File: config.mk
export PLATFORM = sky130hd
export DESIGN_NAME = multicycle_decoder_flat
export DESIGN_NICKNAME = d
export VERILOG_FILES = /design/src/rtl/multicycle_decoder_if.sv /design/src/rtl/multicycle_decoder.sv /design/src/flat_wrapper.sv
export SDC_FILE = /design/constraint.sdc
export NUM_CORES = 1
export LEC_CHECK = 0
export ABC_AREA = 0
export ABC_CLOCK_PERIOD_IN_PS = 2300
export CAP_MARGIN = 20
export CORE_AREA = 2 2 102 104
export DETAILED_ROUTE_END_ITERATION = 12
export DIE_AREA = 0 0 104 106
export SLEW_MARGIN = 20
export SYNTH_ARGS = -nofsm -noshare
export SYNTH_HDL_FRONTEND = slang
export SYNTH_SLANG_ARGS = --single-unit
File: constraint.sdc
create_clock -name clk -period 2.3 [get_ports clk]
set_input_delay 0.69 -clock clk [delete_from_list [all_inputs] [get_ports clk]]
set_output_delay 0.69 -clock clk [all_outputs]
set_load 0.05 [all_outputs]
File: src/rtl/multicycle_decoder_if.sv
//------------------------------------------------------------------------------
// Module   : multicycle_decoder_if
// Purpose  : Bundles the instruction fields, the memory handshake and every
//            datapath control line exchanged by multicycle_decoder.
// Modports : master - the decoder (drives controls, samples Op/Funct/MemReady)
//            slave  - instruction register / memory / datapath side
// Revision : 1.0 - initial release
//------------------------------------------------------------------------------
`default_nettype none

interface multicycle_decoder_if #(
  parameter int CNT_W = 32
);
  // Instruction fields and memory status
  logic [1:0]       Op;
  logic [5:0]       Funct;
  logic             MemReady;
  // Memory handshake
  logic             MemReq;
  logic             MemW;
  logic             AdrSrc;
  // Datapath controls
  logic             IRWrite;
  logic             PCWrite;
  logic             Branch;
  logic             RegW;
  logic [1:0]       ResultSrc;
  logic             ALUSrcA;
  logic [1:0]       ALUSrcB;
  logic             ALUOp;
  logic [1:0]       ImmSrc;
  logic [1:0]       RegSrc;
  // Status
  logic             Retire;
  logic [CNT_W-1:0] InstrCount;
  logic             Fault;
  logic [1:0]       FaultCode;

  modport master (
    input  Op, Funct, MemReady,
    output MemReq, MemW, AdrSrc, IRWrite, PCWrite, Branch, RegW,
           ResultSrc, ALUSrcA, ALUSrcB, ALUOp, ImmSrc, RegSrc,
           Retire, InstrCount, Fault, FaultCode
  );

  modport slave (
    output Op, Funct, MemReady,
    input  MemReq, MemW, AdrSrc, IRWrite, PCWrite, Branch, RegW,
           ResultSrc, ALUSrcA, ALUSrcB, ALUOp, ImmSrc, RegSrc,
           Retire, InstrCount, Fault, FaultCode
  );
endinterface

`default_nettype wire

File: src/rtl/multicycle_decoder.sv
//------------------------------------------------------------------------------
// Module   : multicycle_decoder
// Purpose  : Moore-style main decoder for the multicycle datapath. Walks each
//            instruction (DP reg/imm, LDR, STR, B) through its control states,
//            handshakes with a variable-latency memory, counts retired
//            instructions and latches a sticky fault on an illegal opcode or
//            a memory timeout.
// Ports    : clk   - system clock, rising edge
//            reset - asynchronous active-high reset
//            bus   - multicycle_decoder_if.master (fields, handshake, controls,
//                    Retire/InstrCount, Fault/FaultCode)
// Revision : 1.0 - initial release
//------------------------------------------------------------------------------
`default_nettype none

module multicycle_decoder #(
  parameter int MEM_TIMEOUT = 15,
  parameter int CNT_W       = 32,
  parameter int TO_W        = 8
) (
  input  logic                 clk,
  input  logic                 reset,
  multicycle_decoder_if.master bus
);

  typedef enum logic [3:0] {
    S_FETCH    = 4'd0,
    S_DECODE   = 4'd1,
    S_MEMADR   = 4'd2,
    S_MEMREAD  = 4'd3,
    S_MEMWB    = 4'd4,
    S_MEMWRITE = 4'd5,
    S_EXECUTER = 4'd6,
    S_EXECUTEI = 4'd7,
    S_ALUWB    = 4'd8,
    S_BRANCH   = 4'd9,
    S_FAULT    = 4'd10
  } state_t;

  localparam bit            c_to_en   = (MEM_TIMEOUT > 0);
  // Counter value seen in the last wait cycle that is still tolerated.
  localparam logic [TO_W-1:0] c_to_last = (MEM_TIMEOUT > 0) ? TO_W'(MEM_TIMEOUT - 1) : '0;

  state_t           state_q, state_d;
  logic [CNT_W-1:0] count_q, count_d;
  logic [TO_W-1:0]  to_q, to_d;
  logic [1:0]       fault_code_q, fault_code_d;

  // Ungated control decode
  logic       mem_req, mem_w, adr_src, ir_write, pc_write, branch, reg_w;
  logic       alu_src_a, alu_op, retire;
  logic [1:0] result_src, alu_src_b;
  logic       mem_wait, mem_timeout;

  // Funct[4:1] carry no control meaning for this decoder.
  logic w_unused_funct;
  assign w_unused_funct = ^bus.Funct[4:1];

  //--------------------------------------------------------------------------
  // Control outputs: function of state plus MemReady only
  //--------------------------------------------------------------------------
  always_comb begin
    mem_req    = 1'b0;
    mem_w      = 1'b0;
    adr_src    = 1'b0;
    ir_write   = 1'b0;
    pc_write   = 1'b0;
    branch     = 1'b0;
    reg_w      = 1'b0;
    result_src = 2'b00;
    alu_src_a  = 1'b0;
    alu_src_b  = 2'b00;
    alu_op     = 1'b0;
    retire     = 1'b0;
    case (state_q)
      S_FETCH: begin
        mem_req    = 1'b1;
        alu_src_a  = 1'b1;
        alu_src_b  = 2'b10;
        result_src = 2'b10;
        ir_write   = bus.MemReady;
        pc_write   = bus.MemReady;
      end
      S_DECODE: begin
        alu_src_a  = 1'b1;
        alu_src_b  = 2'b10;
        result_src = 2'b10;
      end
      S_MEMADR: begin
        alu_src_b  = 2'b01;
      end
      S_MEMREAD: begin
        mem_req    = 1'b1;
        adr_src    = 1'b1;
      end
      S_MEMWB: begin
        result_src = 2'b01;
        reg_w      = 1'b1;
        retire     = 1'b1;
      end
      S_MEMWRITE: begin
        mem_req    = 1'b1;
        mem_w      = 1'b1;
        adr_src    = 1'b1;
        retire     = bus.MemReady;
      end
      S_EXECUTER: begin
        alu_op     = 1'b1;
      end
      S_EXECUTEI: begin
        alu_src_b  = 2'b01;
        alu_op     = 1'b1;
      end
      S_ALUWB: begin
        reg_w      = 1'b1;
        retire     = 1'b1;
      end
      S_BRANCH: begin
        alu_src_b  = 2'b01;
        result_src = 2'b10;
        branch     = 1'b1;
        retire     = 1'b1;
      end
      default: ;
    endcase
  end

  // Enables drop combinationally while reset is high so that a reset in the
  // middle of a transfer cannot leave a stray write strobe for the cycle.
  assign bus.MemReq     = mem_req  & ~reset;
  assign bus.MemW       = mem_w    & ~reset;
  assign bus.IRWrite    = ir_write & ~reset;
  assign bus.PCWrite    = pc_write & ~reset;
  assign bus.RegW       = reg_w    & ~reset;
  assign bus.Branch     = branch   & ~reset;
  assign bus.AdrSrc     = adr_src;
  assign bus.ResultSrc  = result_src;
  assign bus.ALUSrcA    = alu_src_a;
  assign bus.ALUSrcB    = alu_src_b;
  assign bus.ALUOp      = alu_op;
  assign bus.Retire     = retire;
  assign bus.ImmSrc     = bus.Op;
  assign bus.RegSrc     = {bus.Op == 2'b01, bus.Op == 2'b10};
  assign bus.InstrCount = count_q;
  assign bus.Fault      = (state_q == S_FAULT);
  assign bus.FaultCode  = fault_code_q;

  //--------------------------------------------------------------------------
  // Next state, retire counter and timeout counter
  //--------------------------------------------------------------------------
  assign mem_wait    = mem_req & ~bus.MemReady;
  // Completion in the final tolerated cycle wins because mem_wait is low then.
  assign mem_timeout = c_to_en & mem_wait & (to_q == c_to_last);

  always_comb begin
    state_d      = state_q;
    fault_code_d = fault_code_q;
    count_d      = retire ? count_q + CNT_W'(1) : count_q;
    // Outside a wait cycle the counter sits at zero, which covers both
    // clear-on-entry and clear-on-completion.
    to_d         = mem_wait ? to_q + TO_W'(1) : '0;

    case (state_q)
      S_FETCH:    if (bus.MemReady) state_d = S_DECODE;
      S_DECODE: begin
        case (bus.Op)
          2'b00:   state_d = bus.Funct[5] ? S_EXECUTEI : S_EXECUTER;
          2'b01:   state_d = S_MEMADR;
          2'b10:   state_d = S_BRANCH;
          default: begin
            state_d      = S_FAULT;
            fault_code_d = 2'b01;
          end
        endcase
      end
      S_MEMADR:   state_d = bus.Funct[0] ? S_MEMREAD : S_MEMWRITE;
      S_MEMREAD:  if (bus.MemReady) state_d = S_MEMWB;
      S_MEMWB:    state_d = S_FETCH;
      S_MEMWRITE: if (bus.MemReady) state_d = S_FETCH;
      S_EXECUTER: state_d = S_ALUWB;
      S_EXECUTEI: state_d = S_ALUWB;
      S_ALUWB:    state_d = S_FETCH;
      S_BRANCH:   state_d = S_FETCH;
      S_FAULT:    state_d = S_FAULT;
      default:    state_d = S_FAULT;
    endcase

    if (mem_timeout) begin
      state_d      = S_FAULT;
      fault_code_d = 2'b10;
      to_d         = '0;
    end
  end

  always_ff @(posedge clk or posedge reset) begin
    if (reset) begin
      state_q      <= S_FETCH;
      count_q      <= '0;
      to_q         <= '0;
      fault_code_q <= 2'b00;
    end else begin
      state_q      <= state_d;
      count_q      <= count_d;
      to_q         <= to_d;
      fault_code_q <= fault_code_d;
    end
  end

endmodule

`default_nettype wire

File: src/flat_wrapper.sv
// flat-port wrapper written by rule: the top's interface ports become plain ports
module multicycle_decoder_flat 
#(
  parameter int MEM_TIMEOUT = 15,
  parameter int CNT_W       = 32,
  parameter int TO_W        = 8
)
  (clk, reset, bus_Op, bus_Funct, bus_MemReady, bus_MemReq, bus_MemW, bus_AdrSrc, bus_IRWrite, bus_PCWrite, bus_Branch, bus_RegW, bus_ResultSrc, bus_ALUSrcA, bus_ALUSrcB, bus_ALUOp, bus_ImmSrc, bus_RegSrc, bus_Retire, bus_InstrCount, bus_Fault, bus_FaultCode);
  multicycle_decoder_if #(.CNT_W(CNT_W)) bus_i ();
  input  logic clk;
  input  logic reset;
  input wire logic [$bits(bus_i.Op)-1:0] bus_Op;
  input wire logic [$bits(bus_i.Funct)-1:0] bus_Funct;
  input wire logic [$bits(bus_i.MemReady)-1:0] bus_MemReady;
  output wire logic [$bits(bus_i.MemReq)-1:0] bus_MemReq;
  output wire logic [$bits(bus_i.MemW)-1:0] bus_MemW;
  output wire logic [$bits(bus_i.AdrSrc)-1:0] bus_AdrSrc;
  output wire logic [$bits(bus_i.IRWrite)-1:0] bus_IRWrite;
  output wire logic [$bits(bus_i.PCWrite)-1:0] bus_PCWrite;
  output wire logic [$bits(bus_i.Branch)-1:0] bus_Branch;
  output wire logic [$bits(bus_i.RegW)-1:0] bus_RegW;
  output wire logic [$bits(bus_i.ResultSrc)-1:0] bus_ResultSrc;
  output wire logic [$bits(bus_i.ALUSrcA)-1:0] bus_ALUSrcA;
  output wire logic [$bits(bus_i.ALUSrcB)-1:0] bus_ALUSrcB;
  output wire logic [$bits(bus_i.ALUOp)-1:0] bus_ALUOp;
  output wire logic [$bits(bus_i.ImmSrc)-1:0] bus_ImmSrc;
  output wire logic [$bits(bus_i.RegSrc)-1:0] bus_RegSrc;
  output wire logic [$bits(bus_i.Retire)-1:0] bus_Retire;
  output wire logic [$bits(bus_i.InstrCount)-1:0] bus_InstrCount;
  output wire logic [$bits(bus_i.Fault)-1:0] bus_Fault;
  output wire logic [$bits(bus_i.FaultCode)-1:0] bus_FaultCode;
  assign bus_i.Op = bus_Op;
  assign bus_i.Funct = bus_Funct;
  assign bus_i.MemReady = bus_MemReady;
  assign bus_MemReq = bus_i.MemReq;
  assign bus_MemW = bus_i.MemW;
  assign bus_AdrSrc = bus_i.AdrSrc;
  assign bus_IRWrite = bus_i.IRWrite;
  assign bus_PCWrite = bus_i.PCWrite;
  assign bus_Branch = bus_i.Branch;
  assign bus_RegW = bus_i.RegW;
  assign bus_ResultSrc = bus_i.ResultSrc;
  assign bus_ALUSrcA = bus_i.ALUSrcA;
  assign bus_ALUSrcB = bus_i.ALUSrcB;
  assign bus_ALUOp = bus_i.ALUOp;
  assign bus_ImmSrc = bus_i.ImmSrc;
  assign bus_RegSrc = bus_i.RegSrc;
  assign bus_Retire = bus_i.Retire;
  assign bus_InstrCount = bus_i.InstrCount;
  assign bus_Fault = bus_i.Fault;
  assign bus_FaultCode = bus_i.FaultCode;
  multicycle_decoder #(.MEM_TIMEOUT(MEM_TIMEOUT), .CNT_W(CNT_W), .TO_W(TO_W)) u_core (.clk(clk), .reset(reset), .bus(bus_i));
endmodule
Yosys cells after proc, flatten, opt, wreduce, memory -nomap -nowiden --
Cells that the tools add are included.
Storage, ports and cells: bits in registers 46, latch bits 0, RAM bits 0, bits in read-only memories 0, input port bits 11, output and inout port bits 53, memories kept 0
Cells by class: add/sub/neg operators 2, $mul 0, divide/modulo/power cells 0, $lt $le $gt $ge 0, eq/ne operators 17, shift-type cells 0, mux-type cells 24, bitwise operators 9, reductions and logical operators 14
Operators with widths (count):
- $add A32 B1 Y32 const B | 1
- $pmux W4 S7 | 1
- $eq A4 B3 Y1 const B | 4
- $mux W4 | 4
- $mux W8 | 2
- $reduce_or A3 Y1 | 5
- $eq A4 B4 Y1 const B | 3
- $pmux W4 S3 | 1
- $mux W1 | 9
- $ne A3 B2 Y1 const B | 3
- $add A8 B1 Y8 const B | 1
- $eq A4 B2 Y1 const B | 2
- $eq A8 B4 Y1 const B | 1
- $pmux W2 S2 | 2
- $reduce_or A2 Y1 | 4
- $and A1 B1 Y1 | 7
- $mux W2 | 3
- $eq A4 B1 Y1 const B | 1
- $logic_not A4 Y1 | 1
- $mux W3 | 1
- $reduce_and A3 Y1 | 1
- $eq A2 B1 Y1 const B | 1
- $eq A2 B2 Y1 const B | 1
- $logic_not A2 Y1 | 1
- 5 further kinds | 6

Logic depth before layout (Yosys ltp) --
Gate-level depths: netlist (run 1).
depth in word-level cells 7, depth in mapped cells 7, mapped depth without buffers 6

Worst setup path after synthesis (run 1) --
Ideal clock, no wire load.
kind reg2out, from register u_core.state_q[1], to output bus_RegW, data arrival time 3.364 ns, path slack -1.754 ns, stages on the path, launching flop included 5, path through dfrtp_1 > clkbuf_1 > clkbuf_1 > buf_1 > a2111oi_0
Between the ends: longest elaborated chain between the ends 4, elaborated cells between the ends (all ways) 5, classes of those cells eq/ne: 2; mux: 1; bitwise: 1; reduce/logical: 1
Ends and longest elaborated chain:
- from (decl) | RTL line multicycle_decoder.sv:44 | state_t state_q, state_d;
- from (signal assigned) | RTL line multicycle_decoder.sv:202 | state_q <= state_d;
- $eq A4 B3 Y1 / $eq A4 B4 Y1 (equally long branches) | RTL line multicycle_decoder.sv:75 | case (state_q)
- $reduce_or A2 Y1 (no source line) *
- $mux W1 * | RTL line multicycle_decoder.sv:75
- $and A1 B1 Y1 * | RTL line multicycle_decoder.sv:134 | assign bus.RegW = reg_w & ~reset;
- to (decl) | RTL line flat_wrapper.sv:21 | output wire logic [$bits(bus_i.RegW)-1:0] bus_RegW;
Mark *: on every way between the ends. The rest lies on a longest branch, timed or not.

Worst setup path in the final report (run 1) --
from input bus_Op[1], to output bus_RegSrc[0]
Between the ends: longest elaborated chain between the ends 1
Ends and longest elaborated chain:
- from (decl) | RTL line flat_wrapper.sv:12 | input wire logic [$bits(bus_i.Op)-1:0] bus_Op;
- $eq A2 B2 Y1 | RTL line multicycle_decoder.sv:143 | assign bus.RegSrc = {bus.Op == 2'b01, bus.Op == 2'b10};
- to (decl) | RTL line flat_wrapper.sv:27 | output wire logic [$bits(bus_i.RegSrc)-1:0] bus_RegSrc;
No other way between the ends.

==> results of run 1 <==
## layout make-up
cell class	instances	area, um^2	share of cell area (%)
Clock buffer	6	72.6	1.90
Tap cell	136	170	4.46
Multi-Input combinational cell	179	1320	34.6
Inverter	8	30.0	0.788
Clock inverter	2	37.5	0.985
Timing Repair Buffer	94	1030	27.0
Sequential cell	46	1150	30.3
## worst paths after layout
kind / to / slack [ns] / from / cells past startpoint
worst max-delay path: bus_RegSrc[0] / -0.02 / bus_Op[1] / 3
worst min-delay path: u_core.bus.InstrCount[31]$_DFFE_PP0P_ / 0.47 / u_core.bus.InstrCount[31]$_DFFE_PP0P_ / 1
worst max register to register: u_core.bus.InstrCount[25]$_DFFE_PP0P_ / 0.32 / u_core.bus.InstrCount[15]$_DFFE_PP0P_ / 5
worst min register to register: u_core.bus.InstrCount[31]$_DFFE_PP0P_ / 0.47 / u_core.bus.InstrCount[31]$_DFFE_PP0P_ / 1
max in group asynchronous: u_core.state_q[1]$_DFFE_PP0P_ / 1.30 / reset / 4
min in group asynchronous: u_core.bus.InstrCount[4]$_DFFE_PP0P_ / 0.77 / reset / 4
## cell usage after synthesis (3+ instances only)
cell type | number | area share [%]
xor2_1 | 20 | 7.2
nor4_1 | 5 | 1.3
xnor2_1 | 19 | 6.8
nand4_1 | 6 | 1.5
nor4_2 | 3 | 1.5
dfrtp_1 | 46 | 47
nand2b_1 | 3 | 0.77
inv_1 | 8 | 1.2
a21oi_1 | 3 | 0.62
buf_4 | 3 | 0.92
nand3_1 | 15 | 3.1
o21ai_0 | 4 | 0.82
clkbuf_1 | 6 | 0.92
nor2b_1 | 6 | 1.5
nor3_1 | 15 | 3.1
nor2_1 | 22 | 3.4
nand2_1 | 20 | 3.1
ha_1 | 3 | 1.5
o22ai_1 | 3 | 0.77
or3_1 | 5 | 1.3
## power by group through the flow
stage	Combinational [uW]	Clock (uW)	Sequential [uW]
floorplan	1220	0	1230
global placement	2220	0	1080
detailed placement	2230	0	1080
CTS	2370	622	1060
global route	2590	657	1080
finish	2450	602	1060
## flip-flops by register name (all words and copies together) (netlist names)
signal,cells
u_core.to_q,8
u_core.bus.InstrCount,32
u_core.bus.FaultCode,2
u_core.state_q,4
## worst max-delay path, cell delays in order
cell and delay [ns]:
clkdlybuf4s50_1 0.49, nor2b_1 0.27, buf_12 0.18
## metrics by stage
stage | cell area [um^2] | utilization (%) | hold slack [ns] | setup slack [ns] | cells
floorplan | 2560 | - | 0.474 | -0.0777 | 245
global placement | 3590 | 35.9 | 0.464 | -0.306 | 455
detailed placement | 3590 | 35.9 | 0.463 | -0.304 | 455
CTS | 3760 | 37.6 | 0.476 | -0.0307 | 468
global route | 3810 | 38.1 | 0.484 | -0.0771 | 471
finish | 3810 | 38.1 | 0.467 | -0.0190 | 471
## logic make-up (layout without fill, tap and decap cells)
logic type      after synthesis  in the layout  share of synthesized area [%]
compound gates               20             20                           5.44
xor+xnor                     39             39                           14.0
fa+ha+maj                     3              3                           1.54
buf+inv                      20            110                           3.90
flops                        46             46                           47.3
mux                           1              1                          0.462
simple gates                116            116                           27.4
## metal layers
layer	vias up	wire, um	GRT usage (%)
li1	1018	-	-
met1	1014	2620	14.5
met2	43	2910	18.5
met3	5	301	2.94
met4	0	32	2.03
met5	-	0	0
## timing repair
action | 4_1_cts | 5_1_grt
gates resized for setup | 11 | 12
setup endpoints to repair | 10 | 13
setup buffers | 5 | 3
pin swaps | 3 | 1
==> flow_summary_export.csv, run 1 <==
group,metric,value,unit
sta,maxSlewHeadroom,66.3,%
logic_synthesis,synth_edf_count,0,
detailed_routing,wl,5.87,mm
min_path,hp-class,"reg -> reg",
clocking,clk_latency,0.30,ns
power,p_comb_share,59.5,%
power,peakVddDrop,0.580,mV
final_layout,nets,348,
clocking,cts_buffers,5,
logic_synthesis,syn_area,0.00244,mm^2
worst_setup_path,worstSetupPathType,"in -> out",
floorplanning,rows,37,
final_layout,fill_cells,1038,
clocking,cts_tree,"done",
global_route,grt_pass1_vias,2103,
sta,fmax,431,MHz
clocking,htreeDepth,2,
detailed_routing,via_count,2080,
floorplanning,start_util,24.4,%
final_layout,diodes,0,
detailed_routing,wl_per_cell,12.5,um
sta,worst_pin_slew,0.505,ns
logic_synthesis,synth_seq_cells,46,
detailed_routing,firstDrtPassIters,4,
floorplanning,dieArea,0.0110,mm^2
detailed_routing,drc,0,
global_route,grt_max_degree,47,
detailed_routing,vias_per_cell,4.42,
power,power_density,1080,mW/mm^2
clocking,cts_hold_buffers,0,
sta,fin_skew,0.0139,ns
worst_setup_path,cp.arrival,1.63,ns
power,internal-power,2300,uW
outcome,outcome,"finished, violations left",
flow_run,drv_cap,0,
logic_synthesis,yosys_warnings,0,
floorplanning,die_w,104,um
logic_synthesis,synth.avg_cell_area,9.94,um^2
sta,setup-violations-final,3,
final_layout,drive_gt1_share,33.4,%
final_layout,most-common-layout-cells,"buf_4 (47), dfrtp_1 (43), clkdlybuf4s50_1 (21), xor2_1 (20), buf_12 (20)",
place,place_congestion,0.782,
worst_setup_path,start_kind,"input port",
sta,tns,-0.0375,ns
clocking,cts_root_buf,"clkbuf_8",
final_layout,final_common_cell,"buf_4",
logic_synthesis,synth_nets,259,
power,power_leakage,0.00160,uW
global_route,grt-ovfl-total,0,
detailed_routing,drt_iter0_markers,52,
sta,worst_slack,-0.0190,ns
power,swShare,43.9,%
global_route,grt_pass1_wl,10.1,mm
global_route,grt.total_usage,11.0,%
logic_synthesis,yosysUniqueCellTypes,44,
worst_setup_path,crit_required,1.61,ns
worst_setup_path,cp_max_fo,3,
sta,report.final.slew_viol_count,0,
outcome,violations,"negative setup slack",
clocking,ctsLongestPathBuffers,2,
floorplanning,core_area,0.0100,mm^2
global_route,grt_antenna_before_repair,0,
clocking,cts.clk_slew.worst_paths,0.09,ns
sta,period_minus_slack,2.32,ns
logic_synthesis,synthCells,245,
place,port_buffers,59,
power,p_clk_share,14.7,%
logic_synthesis,synth-seq-area-share,47.3,%
sta,finalHoldViolations,0,
power,finalPower,4110,uW
logic_synthesis,synthArstFlopShare,100,%
place,place_hpwl,4.40,mm
logic_synthesis,ys.flop_type,"dfrtp_1",
final_layout,synthToLayoutAreaGrowth,56.4,%
floorplanning,die_h,106,um
clocking,clock_sinks,46,
sta,finalCritPeriodShare,101,%
worst_setup_path,critPathCaptureType,"output port",
sta,grt_setup_unrepaired,"yes",
floorplanning,ios,64,
power,switching_power,1800,uW
detailed_routing,drtAntennaViolNets,0,
power,pwr-share-seq,25.8,%
Power figures use the tool's default switching activity.
==> run 2, diff against run 1 <==
Settings changed: CTS_CLUSTER_DIAMETER from default to 120, SKIP_LAST_GASP from default to 1.
==> results of run 2 <==
Same layout as run 1: the final DEF is identical, and so are final timing and power.
